<file path="src/rtl/apb_master_arb.sv">
// Two-requester APB master. It arbitrates between requesters 0 and 1 with a fair
// last-grant rule and runs IDLE/SETUP/ACCESS transfers with a wait-state timeout.
module apb_master_arb #(
  parameter int ADDR_W  = 12,
  parameter int DATA_W  = 32,
  parameter int TIMEOUT = 15,
  parameter int TO_W    = 4
) (
  input  logic              clk,
  input  logic              rst_n,
  input  logic [1:0]        req_i,
  input  logic [1:0]        wr_i,
  input  logic [ADDR_W-1:0] addr0_i,
  input  logic [ADDR_W-1:0] addr1_i,
  input  logic [DATA_W-1:0] wdata0_i,
  input  logic [DATA_W-1:0] wdata1_i,
  output logic [1:0]        ack_o,
  output logic              err_o,
  output logic [DATA_W-1:0] rdata_o,
  output logic              psel,
  output logic              penable,
  output logic              pwrite,
  output logic [ADDR_W-1:0] paddr,
  output logic [DATA_W-1:0] pwdata,
  input  logic [DATA_W-1:0] prdata,
  input  logic              pready,
  input  logic              pslverr
);

  typedef enum logic [1:0] {S_IDLE, S_SETUP, S_ACCESS} state_t;

  state_t            state_q, state_d;
  logic [TO_W-1:0]   to_cnt_q, to_cnt_d;
  logic              last_gnt_q, last_gnt_d;
  logic              gnt_q, gnt_d;
  logic              psel_q, psel_d;
  logic              penable_q, penable_d;
  logic              pwrite_q, pwrite_d;
  logic [ADDR_W-1:0] paddr_q, paddr_d;
  logic [DATA_W-1:0] pwdata_q, pwdata_d;
  logic [1:0]        ack_q, ack_d;
  logic              err_q, err_d;
  logic [DATA_W-1:0] rdata_q, rdata_d;
  logic [1:0]        elig;

  always_comb begin
    state_d    = state_q;
    to_cnt_d   = to_cnt_q;
    last_gnt_d = last_gnt_q;
    gnt_d      = gnt_q;
    psel_d     = psel_q;
    penable_d  = penable_q;
    pwrite_d   = pwrite_q;
    paddr_d    = paddr_q;
    pwdata_d   = pwdata_q;
    ack_d      = 2'b00;
    err_d      = 1'b0;
    rdata_d    = rdata_q;
    // The requester being acked this cycle must not be re-granted on its stale request.
    elig       = req_i & ~ack_q;

    case (state_q)
      S_IDLE: begin
        if (elig != 2'b00) begin
          gnt_d      = (elig == 2'b11) ? ~last_gnt_q : elig[1];
          last_gnt_d = gnt_d;
          pwrite_d   = wr_i[gnt_d];
          paddr_d    = gnt_d ? addr1_i : addr0_i;
          pwdata_d   = gnt_d ? wdata1_i : wdata0_i;
          psel_d     = 1'b1;
          to_cnt_d   = '0;
          state_d    = S_SETUP;
        end
      end
      S_SETUP: begin
        penable_d = 1'b1;
        state_d   = S_ACCESS;
      end
      S_ACCESS: begin
        if (pready) begin
          ack_d[gnt_q] = 1'b1;
          err_d        = pslverr;
          if (!pwrite_q) rdata_d = prdata;
          psel_d       = 1'b0;
          penable_d    = 1'b0;
          state_d      = S_IDLE;
        end else begin
          to_cnt_d = to_cnt_q + 1'b1;
          if (to_cnt_d == TO_W'(TIMEOUT)) begin
            ack_d[gnt_q] = 1'b1;
            err_d        = 1'b1;
            rdata_d      = '0;
            psel_d       = 1'b0;
            penable_d    = 1'b0;
            state_d      = S_IDLE;
          end
        end
      end
      default: begin
        psel_d    = 1'b0;
        penable_d = 1'b0;
        state_d   = S_IDLE;
      end
    endcase
  end

  always_ff @(posedge clk or negedge rst_n) begin
    if (!rst_n) begin
      state_q    <= S_IDLE;
      to_cnt_q   <= '0;
      last_gnt_q <= 1'b1;
      gnt_q      <= 1'b0;
      psel_q     <= 1'b0;
      penable_q  <= 1'b0;
      pwrite_q   <= 1'b0;
      paddr_q    <= '0;
      pwdata_q   <= '0;
      ack_q      <= 2'b00;
      err_q      <= 1'b0;
      rdata_q    <= '0;
    end else begin
      state_q    <= state_d;
      to_cnt_q   <= to_cnt_d;
      last_gnt_q <= last_gnt_d;
      gnt_q      <= gnt_d;
      psel_q     <= psel_d;
      penable_q  <= penable_d;
      pwrite_q   <= pwrite_d;
      paddr_q    <= paddr_d;
      pwdata_q   <= pwdata_d;
      ack_q      <= ack_d;
      err_q      <= err_d;
      rdata_q    <= rdata_d;
    end
  end

  assign psel    = psel_q;
  assign penable = penable_q;
  assign pwrite  = pwrite_q;
  assign paddr   = paddr_q;
  assign pwdata  = pwdata_q;
  assign ack_o   = ack_q;
  assign err_o   = err_q;
  assign rdata_o = rdata_q;

endmodule

</file>
<file path="config.mk">
export PLATFORM = sky130hd
export DESIGN_NAME = apb_master_arb
export DESIGN_NICKNAME = d
export VERILOG_FILES = /design/src/rtl/apb_master_arb.sv
export SDC_FILE = /design/constraint.sdc
export NUM_CORES = 1
export LEC_CHECK = 0
export ABC_AREA = 0
export ABC_CLOCK_PERIOD_IN_PS = 2900
export BUFFER_PORTS_ARGS = -buffer_cell sky130_fd_sc_hd__buf_2
export CAP_MARGIN = 20
export CORE_AREA = 2 2 95 97
export CTS_CLUSTER_DIAMETER = 60
export DETAILED_ROUTE_END_ITERATION = 7
export DIE_AREA = 0 0 97 99
export PLACE_DENSITY = 0.85
export SYNTH_ARGS = -nofsm -noshare
export SYNTH_HDL_FRONTEND = slang
export SYNTH_SLANG_ARGS = --single-unit
</file>
<file path="constraint.sdc">
create_clock -name clk -period 2.9 [get_ports clk]
set_clock_uncertainty 0.2 [all_clocks]
set_input_delay 0.145 -clock clk [delete_from_list [all_inputs] [get_ports clk]]
set_output_delay 0.145 -clock clk [all_outputs]
set_load 0.05 [all_outputs]
</file>
After elaboration in Yosys (flattened, before gate mapping)
Cells that the tools add are included.
Widths: inputs -> output; s select.
{ "totals": {"regBits": 90, "word_cells": 68, "input_bits": 128, "output_inout_bits": 82} }
{ "op_classes": {"eq_ne": 8, "n_addsub": 1, "n_reduce_logical": 11, "n_lt_le_gt_ge": 3, "muxes": 28, "bitwise_logic": 5} }
{ "ops": {"columns": ["cell", "n"], "rows": [
  ["$mux 32", 4],
  ["$mux 12", 1],
  ["$mux 2", 6],
  ["$mux 1", 10],
  ["$reduce_and 3->1", 3],
  ["$mux 4", 2],
  ["$pmux 4 s2", 1],
  ["$ne 2x2->1 const B", 3],
  ["$pmux 1 s3", 2],
  ["$pmux 2 s3", 1],
  ["$reduce_and 2->1", 3],
  ["$reduce_bool 2->1", 3],
  ["$add 4x1->4 const B", 1],
  ["$eq 2x2->1 const B", 2],
  ["$eq 4x4->1 const B", 1],
  ["$lt 1x2->1 const B", 2],
  ["$ne 3x3->1 const B", 1],
  ["$not 1->1", 3],
  ["$and 2x2->2", 1],
  ["$eq 2x1->1 const B", 1],
  ["$logic_not 2->1", 1],
  ["$not 2->2", 1],
  ["$demux 1 s1", 1],
  ["$ge 1x1->1 const B", 1],
  ["$logic_and 1x1->1", 1]
]} }

Depth between registers and ports, before layout
{ "depth": {"depth_word": 7, "ltp_mapped": 7, "depth_no_buf": 5} }

Least setup slack after synthesis
No wires, ideal clock.
{ "synth_timing": {"path_kind": "register -> register", "startpoint": "register ack_q[0], in the netlist ack_o[0]", "endpoint": "register psel_q, in the netlist psel", "setup_slack_ns": 0.957, "n_path_buf": 1, "arrival_ns": 1.624, "synth_period_minus_slack_ns": 1.943, "required_ns": 2.581, "setup_time_ns": 0.119, "path_stages_with_launch": 7, "cell_sequence": "dfrtp_1 -> nor2b_1 -> o21ai_1 -> inv_1 -> buf_2 -> a21oi_1 -> a21bo_2"} }
{ "synth_between": {"elab_chain_cells": 5} }
{ "synth_lines": {"columns": ["element", "line_no", "rtl"], "rows": [
  ["start: declaration", "41", "logic [1:0] ack_q, ack_d;"],
  ["start signal: assignment", "131", "ack_q <= ack_d;"],
  ["$not 2->2", "60", "elig = req_i & ~ack_q;"],
  ["$and 2x2->2", "60", null],
  ["$reduce_bool 2->1", "64", "if (elig != 2'b00) begin"],
  ["$ne 2x2->1 (no line)", null, null],
  ["$reduce_and 3->1 (no line)", null, null],
  ["end signal: assignment", "126", "psel_q <= psel_d;"],
  ["end: declaration", "36", "logic psel_q, psel_d;"]
]} }
No other way between the ends.
A chain may end at the register's enable or synchronous reset.

Worst setup path after layout
{ "layout_timing": {"startpoint": "register ack_q[1], in the netlist ack_o[1]", "endpoint": "register pwdata_q[20], in the netlist pwdata[20]"} }
{ "layout_between": {"elab_chain_cells": 5, "elab_cells_between_ends": 7, "cone_classes": "eq/ne: 1; mux: 2; bitwise: 2; reduce/logical: 2"} }
{ "layout_lines": {"columns": ["element", "line_no", "rtl"], "rows": [
  ["$not 2->2 (*)", "60", null],
  ["$and 2x2->2 (*)", "60", null],
  ["$eq 2x2->1", "65", "gnt_d = (elig == 2'b11) ? ~last_gnt_q : elig[1];"],
  ["$mux 1", "65", null],
  ["$mux 32", "69", "pwdata_d = gnt_d ? wdata1_i : wdata0_i;"],
  ["end signal: assignment", "130", "pwdata_q <= pwdata_d;"],
  ["end: declaration", "40", "logic [DATA_W-1:0] pwdata_q, pwdata_d;"]
]} }
Mark *: on every way between the ends. The rest lies on a longest branch, timed or not.

==> out/results.ini <==
[outcome]
outcome=finished, final reports clean

[placement]
gp_congestion=0.802
port_buffers=209
pre_cts_slack_ns=0.547
hpwl_um=8490

[final_layout]
nets=906
area_growth_syn_to_layout_pct=53.8
fill_cells=557
drive_above_1_share=0.312
fin_util=0.761

[route]
ant_nets=0
wl_per_cell_um=16.9
dr.pass1.iters=7
drc=0
drt_wl_total_um=15000
drtIter0Drc=296
via_per_inst=5.53
num_vias=4918

[clock_network]
clk_pin_slew_ns=0.10
worstSkewPairLatency_ns=0.35
tritoncts=done
cts_sinks=90
cts_max_path_buffers=2
cts_root_buf=clkbuf_8
ctsResizeCount=0
htreeDepth=3
hold_buffers=99
post-cts-setup-buffers=0
cts_inserted_buffers=9

[synth]
yosys_warnings=0
synthCells=484
syn_nets=614
synthTopCellsByArea=dfrtp_1 53%, a21oi_1 11%, nand2_1 10%
syn_avg_cell_area_um2=8.74
seq_area_frac_synth=0.533
synth.top_cell.area_share=0.526
netlist_area_mm2=0.00423
synth_cell_types=34
synth_area_leader_cell=dfrtp_1
synth-seq-cells=90

[power_and_ir_drop]
ir_drop_mv=0.717
power.leakage_nw=3.09
p_clk_frac=0.095
seqPwrFrac=0.285
power_density_mw_per_mm2=1270
switchingPower_mw=4.36
switching_share=0.528
p_int_mw=3.91
pwr-share-comb=0.620

[timing]
layout_min_cycle_time_ns=2.57
drv_slew=0
fmax_mhz=389
setup_violations=0
tightest_slew_ns=0.909
rsz0062_at_grt=no
setup_tns_ns=0
max_slew_margin=0.394
hold_viol=0
finalCritPeriodShare=0.887
worst_slack_ns=0.327

[worst_hold_path]
hold_path_class=in -> reg
min_from=prdata[17]

[floorplan]
dieArea_mm2=0.00960
die_w_um=97
initial_core_util=0.495
die-height_um=99
row_count=34
core-area_mm2=0.00855
io_pins=210

[grt]
antenna_found_initial=1
grt_util_all_layers=0.307
grt_pass1_vias=5044
grt_pass1_wl_um=23900
grt-ovfl-total=0
grt_max_degree=67

[setup_path]
worstSetupStartpointType=flop
reg2regPathDepth=6
critPathMaxFanout=37
cp.required_ns=2.99
r2r_end=pwdata[20]
worstSetupStartpoint=ack_o[1]
worstReg2RegStart=ack_o[1]
r2r_slack_ns=0.33
cp.arrival_ns=2.66
cp-end-kind=flop
crit_path_end=pwdata[20]
path_class=reg -> reg

[flow_run]
drv_cap=0

==> flip-flops by register name, indices dropped and copies added (netlist names) <==
name,count
psel,1
last_gnt_q,1
pwdata,32
pwrite,1
to_cnt_q,4
err_o,1
gnt_q,1
paddr,12
rdata_o,32
penable,1
ack_o,2
state_q,2
==> power by group through the flow <==
stage	Combinational (mW)	Clock [mW]	Sequential (mW)
after floorplan	1.54	0	4.05
after global placement	4.22	0	2.31
after detailed placement	4.32	0	2.34
after CTS	4.98	0.800	2.33
after global routing	5.44	0.855	2.44
final	5.12	0.788	2.36
==> synth_stat cells <==
| master | count |
|---|---|
| nor2_1 | 48 |
| dfrtp_1 | 89 |
| buf_1 | 2 |
| and3_1 | 1 |
| a211o_1 | 1 |
| a211oi_4 | 1 |
| and2_1 | 1 |
| inv_1 | 3 |
| nor3_1 | 1 |
| a21bo_2 | 1 |
| o21ai_0 | 36 |
| a21o_1 | 1 |
| buf_2 | 9 |
| xnor2_1 | 2 |
| dfstp_2 | 1 |
| and3_4 | 1 |
| ha_1 | 2 |
| nand3_1 | 3 |
| a221o_1 | 1 |
| a31oi_1 | 1 |
| o31ai_1 | 1 |
| o22a_1 | 1 |
| clkbuf_1 | 22 |
| nor2b_1 | 4 |
| buf_6 | 4 |
| nor3b_1 | 1 |
| and3b_1 | 1 |
| nand2_1 | 114 |
| mux2_2 | 1 |
| nand2b_1 | 2 |
| a21oi_1 | 93 |
| and2b_1 | 1 |
| o21ai_1 | 1 |
| a22o_1 | 33 |
==> worst max-delay path, stage by stage, from the launching register on <==
cell,delay (ns)
dfrtp_1,0.41
nand2b_1,0.20
a21oi_4,0.29
buf_4,0.43
a21oi_1,0.14
a21oi_1,0.22
dlygate4sd3_1,0.61
==> cells in the final DEF (no fill, tap or decap), drive strengths merged, types with 2 or more instances in the layout <==
master       count
dfrtp           89
dlygate4sd3     99
nor2b            4
clkinvlp         2
clkinv           3
inv              3
a21oi           93
nand3            3
nand2b           2
and3             2
nand2          114
ha               2
clkbuf          10
a22o            33
nor2            48
o21ai           37
xnor2            2
buf            219
==> layer usage <==
layer / vias to the layer above / global-route usage / part of all wire
met5: - / 0 / 0
met4: 0 / 0.151 / 0.043
met3: 67 / 0.0660 / 0.091
met2: 329 / 0.531 / 0.49
met1: 2289 / 0.365 / 0.37
li1: 2233 / - / -
==> area by class of cell <==
cell class,count,area (um2),share of cell area
Clock buffer,10,138,0.0211
Clock inverter,5,41.3,0.00634
Inverter,3,11.3,0.00173
Sequential cell,90,2250,0.346
Antenna cell,1,2.50,0.000385
Tap cell,108,135,0.0208
Timing Repair Buffer,318,2110,0.325
Multi-Input combinational cell,354,1810,0.278
==> cells by family after synthesis <==
family                     synth area share
xor gates and xnor gates            0.00414
adders and majority gates           0.00591
muxes                               0.00266
buffers and inverters                0.0453
and+or+nand+nor                       0.169
AOI/OAI and AO/OA                     0.241
DFF                                   0.533
==> metrics by stage <==
stage                     power [mW]  hold slack [ns]  cell area [um2]  instances
final                           8.27          0.00652             6510        889
after global routing            8.73          0.00863             6510        889
after CTS                       8.11         0.000707             6500        888
after detailed placement        6.66           0.0205             5340        774
after global placement          6.53          0.00768             5340        774
after floorplan                 5.59           -0.351             4230        484
==> how the worst min path moves through the flow <==
stage                        endpoint  cells past startpoint
after global routing       rdata_o[7]                      4
final                     rdata_o[17]                      4
after detailed placement    pwdata[8]                      1
after global placement     pwdata[10]                      1
after floorplan              ack_o[0]                      0
after CTS                  rdata_o[6]                      4
Power figures use the tool's default switching activity.
